File: config.mk
export PLATFORM = sky130hd
export DESIGN_NAME = tile_pwr_seq
export DESIGN_NICKNAME = d
export VERILOG_FILES = /design/src/rtl/tile_pwr_seq_pkg.sv /design/src/rtl/tile_pwr_seq_lzc.sv /design/src/rtl/tile_pwr_seq.sv
export SDC_FILE = /design/constraint.sdc
export NUM_CORES = 1
export LEC_CHECK = 0
export CAP_MARGIN = 0
export CELL_PAD_IN_SITES_DETAIL_PLACEMENT = 0
export CELL_PAD_IN_SITES_GLOBAL_PLACEMENT = 1
export CORE_ASPECT_RATIO = 0.9
export CORE_MARGIN = 2
export CORE_UTILIZATION = 44
export DETAILED_ROUTE_END_ITERATION = 12
export PLACE_DENSITY_LB_ADDON = 0.1
export SYNTH_ARGS = -nofsm -noshare
export SYNTH_HDL_FRONTEND = slang
export SYNTH_SLANG_ARGS = --single-unit
File: constraint.sdc
create_clock -name clk_i -period 8.1 [get_ports clk_i]
set_input_delay 1.62 -clock clk_i [delete_from_list [all_inputs] [get_ports clk_i]]
set_output_delay 1.62 -clock clk_i [all_outputs]
set_load 0.01 [all_outputs]
File: src/rtl/tile_pwr_seq_pkg.sv
// Shared constants for the tile power sequencer: tile count and edge spacing.
package tile_pwr_seq_pkg;

   localparam int unsigned NumClusters      = 15;
   // The SPU tile takes the last index after the clusters.
   localparam int unsigned NumPwrTiles      = NumClusters + 1;
   localparam int unsigned TilePwrGapCycles = 8;

   function automatic int unsigned clog2_min1(input int unsigned n);
      return (n > 1) ? $clog2(n) : 1;
   endfunction

endpackage

File: src/rtl/tile_pwr_seq_lzc.sv
// Trailing-zero counter: index of the lowest set bit, plus an all-zero flag.
module tile_pwr_seq_lzc #(
   parameter int unsigned Width = 16,
   parameter int unsigned IdxW  = 4
) (
   input  logic [Width-1:0] bits,
   output logic [IdxW-1:0]  idx,
   output logic             empty
);

   // Descending scan so the lowest set bit is the last one written.
   always_comb begin
      idx   = '0;
      empty = 1'b1;
      for (int i = int'(Width) - 1; i >= 0; i--) begin
         if (bits[i]) begin
            idx   = IdxW'(i);
            empty = 1'b0;
         end
      end
   end

endmodule

File: src/rtl/tile_pwr_seq.sv
// Staggered per-tile clock-enable / reset sequencer, one bulk request at a time.
module tile_pwr_seq
   import tile_pwr_seq_pkg::*;
#(
   parameter int unsigned NumTiles  = NumPwrTiles,
   parameter int unsigned GapCycles = TilePwrGapCycles
) (
   input  logic                clk_i,
   input  logic                rst_ni,
   input  logic                req_valid_i,
   output logic                req_ready_o,
   input  logic [NumTiles-1:0] req_mask_i,
   input  logic                req_on_i,
   output logic                busy_o,
   output logic                done_o,
   output logic [NumTiles-1:0] tile_clk_en_o,
   output logic [NumTiles-1:0] tile_rst_no
);

   localparam int unsigned IdxW = clog2_min1(NumTiles);
   localparam int unsigned CntW = clog2_min1(GapCycles);

   if (GapCycles < 1) begin : gen_bad_gap
      $error("tile_pwr_seq: GapCycles must be at least 1");
   end
   if (NumTiles < 1) begin : gen_bad_tiles
      $error("tile_pwr_seq: NumTiles must be at least 1");
   end

   typedef enum logic [1:0] {
      Idle   = 2'd0,
      PhaseA = 2'd1,
      PhaseB = 2'd2,
      Done   = 2'd3
   } state_e;

   state_e              state_q, state_d;
   logic [CntW-1:0]     cnt_q, cnt_d;
   logic [NumTiles-1:0] pending_q, pending_d;
   logic                on_q, on_d;
   logic [IdxW-1:0]     idx_q, idx_d;
   logic [NumTiles-1:0] clk_en_q, clk_en_d;
   logic [NumTiles-1:0] rst_n_q, rst_n_d;
   logic                ready_q, ready_d;
   logic                busy_q, busy_d;
   logic                done_q, done_d;
   logic                go_a, go_b;

   logic [NumTiles-1:0] new_pending;
   logic [NumTiles-1:0] lzc_bits;
   logic [IdxW-1:0]     lzc_idx;
   logic                lzc_empty;
   logic                accept;

   assign accept      = req_valid_i & ready_q;
   // Skip tiles already in the requested state.
   assign new_pending = req_mask_i & (req_on_i ? ~rst_n_q : rst_n_q);
   assign lzc_bits    = (state_q == Idle) ? new_pending : pending_q;

   tile_pwr_seq_lzc #(
      .Width (NumTiles),
      .IdxW  (IdxW)
   ) i_lzc (
      .bits  (lzc_bits),
      .idx   (lzc_idx),
      .empty (lzc_empty)
   );

   always_ff @(posedge clk_i or negedge rst_ni) begin
      if (!rst_ni) begin
         state_q   <= Idle;
         cnt_q     <= '0;
         pending_q <= '0;
         on_q      <= 1'b0;
         idx_q     <= '0;
         clk_en_q  <= '0;
         rst_n_q   <= '0;
         ready_q   <= 1'b1;
         busy_q    <= 1'b0;
         done_q    <= 1'b0;
      end else begin
         state_q   <= state_d;
         cnt_q     <= cnt_d;
         pending_q <= pending_d;
         on_q      <= on_d;
         idx_q     <= idx_d;
         clk_en_q  <= clk_en_d;
         rst_n_q   <= rst_n_d;
         ready_q   <= ready_d;
         busy_q    <= busy_d;
         done_q    <= done_d;
      end
   end

   // Next-state and sequencing bookkeeping.
   always_comb begin
      state_d   = state_q;
      cnt_d     = cnt_q;
      pending_d = pending_q;
      on_d      = on_q;
      idx_d     = idx_q;
      go_a      = 1'b0;
      go_b      = 1'b0;
      unique case (state_q)
         Idle: begin
            if (accept) begin
               on_d      = req_on_i;
               pending_d = new_pending;
               if (lzc_empty) begin
                  state_d = Done;
               end else begin
                  idx_d   = lzc_idx;
                  cnt_d   = CntW'(GapCycles - 1);
                  go_a    = 1'b1;
                  state_d = PhaseA;
               end
            end
         end
         PhaseA: begin
            if (cnt_q != '0) begin
               cnt_d = cnt_q - CntW'(1);
            end else begin
               pending_d[idx_q] = 1'b0;
               cnt_d            = CntW'(GapCycles - 1);
               go_b             = 1'b1;
               state_d          = PhaseB;
            end
         end
         PhaseB: begin
            if (cnt_q != '0) begin
               cnt_d = cnt_q - CntW'(1);
            end else if (lzc_empty) begin
               state_d = Done;
            end else begin
               idx_d   = lzc_idx;
               cnt_d   = CntW'(GapCycles - 1);
               go_a    = 1'b1;
               state_d = PhaseA;
            end
         end
         Done: begin
            state_d = Idle;
         end
         default: begin
            state_d = Idle;
         end
      endcase
   end

   // Tile edges and status, computed from the next state so they land registered.
   always_comb begin
      clk_en_d = clk_en_q;
      rst_n_d  = rst_n_q;
      if (go_a) begin
         if (on_d) clk_en_d[idx_d] = 1'b1;
         else      rst_n_d[idx_d]  = 1'b0;
      end
      if (go_b) begin
         if (on_q) rst_n_d[idx_q]  = 1'b1;
         else      clk_en_d[idx_q] = 1'b0;
      end
      ready_d = (state_d == Idle);
      busy_d  = (state_d != Idle);
      done_d  = (state_d == Done);
   end

   assign req_ready_o   = ready_q;
   assign busy_o        = busy_q;
   assign done_o        = done_q;
   assign tile_clk_en_o = clk_en_q;
   assign tile_rst_no   = rst_n_q;

endmodule

Yosys cells after proc, flatten, opt, wreduce, memory -nomap -nowiden

Cells that the tools add are included.

Eq/ne operators: 6
$add $sub $neg: 1
Bitwise logic cells: 10
Muxes and demuxes: 71
Reduce and logical (&&, ||, !) cells: 10
$lt $le $gt $ge: 4

Operator list:

| cell                  | number |
|---|---|
| $mux W16              | 12 |
| $mux W4               | 19 |
| $and A16 B16 Y16      | 4 |
| $not A16 Y16          | 3 |
| $or A16 B16 Y16       | 2 |
| $pmux W16 S2          | 1 |
| $mux W1               | 25 |
| $mux W3               | 4 |
| $lt A4 B5 Y1 const B  | 2 |
| $pmux W3 S3           | 1 |
| $demux W1 S4          | 2 |
| $ge A4 B1 Y1 const B  | 2 |
| $mux W2               | 4 |
| $pmux W2 S4           | 1 |
| $pmux W4 S2           | 1 |
| $eq A2 B2 Y1 const B  | 3 |
| $reduce_bool A3 Y1    | 2 |
| $logic_not A2 Y1      | 2 |
| $ne A2 B2 Y1 const B  | 2 |
| $reduce_bool A2 Y1    | 2 |
| $reduce_and A3 Y1     | 1 |
| $sub A3 B1 Y3 const B | 1 |
| $eq A2 B1 Y1 const B  | 1 |
| $logic_and A1 B1 Y1   | 2 |
| 3 further kinds       | 3 |

Output and inout port bits: 35
Register bits after elaboration: 61
Logic and storage cells: 112
Input port bits: 20

Longest topological paths before layout

Depth after elaboration: 34
Gate-level depth with buffers: 14
Mapped depth without buffers: 11

By module

Synthesis repeated with hierarchy kept, for this count alone.

Cells, all modules: 463
Area, all modules: 3847.4 um2

Modules (own cells, without submodules):

| module           | cells each | area an instance (um2) | times used | seq. area each (um2) |
|---|---|---|---|---|
| tile_pwr_seq     | 430        | 3656.0                 | 1          | 1527.7 |
| tile_pwr_seq_lzc | 33         | 191.4                  | 1          | 0.0 |

Worst setup path after synthesis

OpenSTA, ideal clock, no wires.

Path kind: input-to-reg
Start: in req_on_i
End: reg rst_n_q[5], in the netlist tile_rst_no[5]
Setup slack: 3.925 ns
Setup time: 0.129 ns
Buffers on the path: 2
Required time: 7.971 ns
Arrival: 4.046 ns
Stages: 10
Cell sequence: buf_6 > xor2_1 > a31o_1 > or4_4 > or3_4 > o41a_1 > o31a_2 > buf_6 > o31ai_1 > o21ai_1

Cells in the longest elaborated chain, start to end: 33
Elaborated cells on any way between the ends: 57
Classes of those cells: 2 x order compare; 50 x mux; 4 x bitwise; 1 x reduce/logical

RTL lines:

| element                                                            | RTL line                                 | text |
|---|---|---|
| start: declaration                                                 | tile_pwr_seq.sv:13                       | `input logic req_on_i,` |
| $mux W16                                                           | tile_pwr_seq.sv:57                       | `assign new_pending = req_mask_i & (req_on_i ? ~rst_n_q : rst_n_q);` |
| $and A16 B16 Y16                                                   | tile_pwr_seq.sv:57                       |  |
| $mux W16                                                           | tile_pwr_seq.sv:58                       | `assign lzc_bits = (state_q == Idle) ? new_pending : pending_q;` |
| $mux W4 or $mux W1 (tied branches) (16 in series)                  | tile_pwr_seq_lzc.sv:16                   | `if (bits[i]) begin` |
| $mux W4                                                            | tile_pwr_seq.sv:109, tile_pwr_seq.sv:132 |  |
| $mux W4 (on tied branches)                                         | tile_pwr_seq.sv:130, tile_pwr_seq.sv:106 |  |
| $pmux W4 S2                                                        | tile_pwr_seq.sv:104                      | `unique case (state_q)` |
| $lt A4 B5 Y1 (implied by the code) or $ge A4 B1 Y1 (tied branches) | tile_pwr_seq.sv:156                      | `else rst_n_d[idx_d] = 1'b0;` |
| (+3 left out)                                                      | -                                        |  |
| $not A16 Y16 (no source line)                                      | -                                        |  |
| $and A16 B16 Y16 (no source line)                                  | -                                        |  |
| $mux W16                                                           | tile_pwr_seq.sv:155                      | `if (on_d) clk_en_d[idx_d] = 1'b1;` |
| $mux W16 *                                                         | tile_pwr_seq.sv:154                      | `if (go_a) begin` |
| $or A16 B16 Y16 (no source line)                                   | -                                        |  |
| $mux W16                                                           | tile_pwr_seq.sv:159                      | `if (on_q) rst_n_d[idx_q] = 1'b1;` |
| $mux W16 *                                                         | tile_pwr_seq.sv:158                      | `if (go_b) begin` |
| named net rst_n_d[5]                                               | tile_pwr_seq.sv:43                       | `logic [NumTiles-1:0] rst_n_q, rst_n_d;` |
| end signal: assignment                                             | tile_pwr_seq.sv:88                       | `rst_n_q <= rst_n_d;` |
| end: declaration                                                   | tile_pwr_seq.sv:43                       |  |

The timed path passes the listed nets; every way through them passes the cells marked *.
A chain may end at the register's enable or synchronous reset.

Worst setup path in the final report

Start: in req_on_i
End: reg rst_n_q[14], in the netlist tile_rst_no[14]

Same word-level chain as after synthesis.

==> flow_metrics.py <==
metrics = {
    "layout": {
        "final_area_um2": 4440,
        "final_cell_mix": "dfrtp_1 (60), clkdlybuf4s50_1 (53), nand2_1 (39), a31oi_1 (27), o21ai_0 (27)",
        "area_growth_pct": 21.4,
        "layout_commonest_cell": "dfrtp_1",
        "layout-drive-gt1-share_pct": 7.83,
        "n_antenna_cell": 0,
        "stdcell_count": 559,
        "nFillCells": 775,
        "nNetsFinal": 482,
    },
    "synth": {
        "synth-seq-cells": 61,
        "synth_seq_area_share_pct": 41.8,
        "synth_area_leaders": "dfrtp_1 (41%), a31oi_1 (4.6%), nand2_1 (4.0%), xor2_1 (3.8%), o21ai_0 (3.7%)",
        "yosys_warnings": 0,
        "synth_nets": 438,
        "async_flop_share_pct": 100,
        "synth_cells": 411,
        "synth.distinct_cells": 54,
        "synth.largest_area_cell": "dfrtp_1",
        "synthFlopType": "dfrtp_1",
        "syn_area_per_cell_um2": 8.89,
        "yosys.area.top_type_share_pct": 41.1,
        "synth_edf_count": 0,
        "netlist_area_um2": 3650,
    },
    "placement": {
        "gp_congestion": 0.889,
        "dp_cells": 543,
        "port_buffers": 54,
        "placed_area_um2": 4220,
        "dp_hpwl_um": 8010,
        "place_ws_ns": 2.55,
    },
    "clock_tree": {
        "cts.sinks": 61,
        "clk_latency_ns": 0.35,
        "cts_root_buf": "clkbuf_8",
        "ctsLongestPathBuffers": 2,
        "cts_buffers": 9,
        "clkTransAtPathRegs_ns": 0.07,
        "htree_levels": 3,
        "cts_setup_buffers": 0,
        "cts_resized": 0,
        "cts_hold_buf": 0,
        "cts_tree": "built",
    },
    "pwr": {
        "total_power_mw": 1.58,
        "p_clk_share_pct": 19.6,
        "swShare_pct": 44.3,
        "ir_drop_mv": 0.181,
        "switching_power_uw": 698,
        "pwr-share-seq_pct": 29.4,
        "powerDensity_nw_per_um2": 355,
        "leakagePower_nw": 1.81,
        "p_int_uw": 879,
        "p_comb_share_pct": 51.0,
    },
    "sta": {
        "finClkSkew_ns": 0.00959,
        "rsz0062_at_grt": "false",
        "relSlewSlack_pct": 16.7,
        "hold_viol": 0,
        "setup_viol": 0,
        "worstMarginPinSlew_ns": 1.24,
        "layout_setup_ws_ns": 2.89,
        "drv_slew": 0,
        "period_needed_ns": 5.21,
        "tns_ns": 0,
        "timing.final.crit_share_pct": 64.3,
        "fmax_mhz": 192,
    },
    "floorplanning": {
        "row_count": 31,
        "dieArea_um2": 9050,
        "coreArea_um2": 8070,
        "die_y_um": 90.5,
        "io_pins": 55,
        "initial_core_util_pct": 45.3,
        "fp.dieW_um": 100,
    },
    "critical_path": {
        "reg2reg_depth": 11,
        "worstSetupPathType": "primary input to flip-flop",
        "worstPathRequired_ns": 8.34,
        "crit_path_end_kind": "flip-flop",
        "r2r-end": "tile_rst_no[14]$_DFF_PN0_",
        "r2r_start": "state_q[0]$_DFF_PN0_",
        "cp.arrival_ns": 5.45,
        "start_kind": "primary input",
        "cp_max_fo": 21,
        "worst-r2r-setup-slack_ns": 4.27,
    },
    "routing": {
        "vias": 3354,
        "met3_length_um": 589,
        "met2WireLength_um": 4800,
        "ant_nets": 0,
        "via_per_inst": 6.00,
        "wl_per_cell_um": 20.1,
        "drt-met1-wl_um": 5740,
        "wirelength_um": 11200,
        "dr.pass1.iters": 6,
        "highest_layer": "met4",
        "drtIter0Drc": 370,
        "drcViolationCount": 0,
    },
    "global_route": {
        "track_usage_pct": 25.9,
        "grt_pass1_wl_um": 18200,
        "grt_pass1_vias": 3255,
        "grt_max_degree": 62,
        "antenna_found_initial": 0,
        "overflow": 0,
    },
    "min_path": {
        "hp-class": "flip-flop to flip-flop",
        "hold_path_end": "pending_q[4]$_DFFE_PN0P_",
        "hold_depth": 2,
        "min_from": "pending_q[4]$_DFFE_PN0P_",
    },
    "run_status": {
        "outcome": "complete, no violations",
    },
    "flow_run": {
        "maxCapViolations": 0,
    },
}
-- metal layers --
layer	track usage, %	vias up
li1	-	1600
met1	41.1	1629
met2	36.4	113
met3	4.95	12
met4	5.25	0
met5	0	-
-- kinds of logic (layout without fill, tap and decap cells) --
logic type	after synthesis	count (layout)	share of synthesized area, %
buf+inv	43	92	5.17
compound gates	160	160	29.7
simple gates	123	123	16.8
xor+xnor	16	16	3.83
flops	61	61	41.8
mux	1	1	0.274
fa+ha+maj	7	7	2.40
-- state kept, by name (all words and copies together), names as in the netlist, 2 cells and up --
name / cells
pending_q: 16
tile_clk_en_o: 16
tile_rst_no: 16
idx_q: 4
cnt_q: 3
state_q: 2
-- worst max path at each step --
stage | from | endpoint | slack, ns
6_report | req_on_i | tile_rst_no[14]$_DFF_PN0_ | 2.89
3_3_place_gp | req_on_i | tile_rst_no[4]$_DFF_PN0_ | 2.60
4_1_cts | req_on_i | tile_rst_no[12]$_DFF_PN0_ | 2.92
2_1_floorplan | req_on_i | tile_rst_no[5]$_DFF_PN0_ | 3.92
3_5_place_dp | req_on_i | tile_rst_no[4]$_DFF_PN0_ | 2.55
5_1_grt | req_on_i | tile_rst_no[2]$_DFF_PN0_ | 2.66
-- cells in the mapped netlist (4+ instances only) --
master      n
a2bb2oi_1   5
nand3_1    12
clkbuf_1   12
nor3_1      5
xor2_1     16
a21oi_1    23
o21a_1      9
ha_1        7
nor2_1     22
nor2b_1    21
a21o_1      9
a31o_2      8
a32o_1      5
dfrtp_1    60
o21ai_0    27
inv_1      19
buf_1       5
a31oi_1    27
nor4_1      4
nand2_1    39
o22ai_1     8
o21ai_1     5
buf_2       4
o31ai_1    10
o22a_1      4
-- final cells by class --
type	count	area (um^2)	area share, %
Clock buffer	12	145	3.27
Clock inverter	4	72.6	1.64
Inverter	19	71.3	1.61
Multi-Input combinational cell	307	1940	43.7
Sequential cell	61	1530	34.4
Tap cell	99	124	2.79
Timing Repair Buffer	57	558	12.6
-- power by group through the flow --
stage / Combinational (mW) / Sequential, mW / Clock, mW
3_3_place_gp: 0.787 / 0.464 / 0
2_1_floorplan: 0.548 / 0.455 / 0
5_1_grt: 0.886 / 0.476 / 0.324
4_1_cts: 0.798 / 0.461 / 0.312
6_report: 0.804 / 0.464 / 0.309
3_5_place_dp: 0.792 / 0.465 / 0
-- critical path, cell delays in order --
cell and delay, ns:
clkdlybuf4s50_1 1.02, xor2_1 0.19, a31o_2 0.31, or4_4 0.55, or3_4 0.44, nor2_1 0.36
o31a_2 0.52, nand2_1 0.21, a21o_1 0.23
-- metrics by stage --
step	util (%)	hold slack, ns
finish	55.0	0.507
global route	55.0	0.531
CTS	55.0	0.508
detailed placement	52.3	0.495
global placement	52.3	0.478
floorplan	-	0.462
Power figures use the tool's default switching activity.
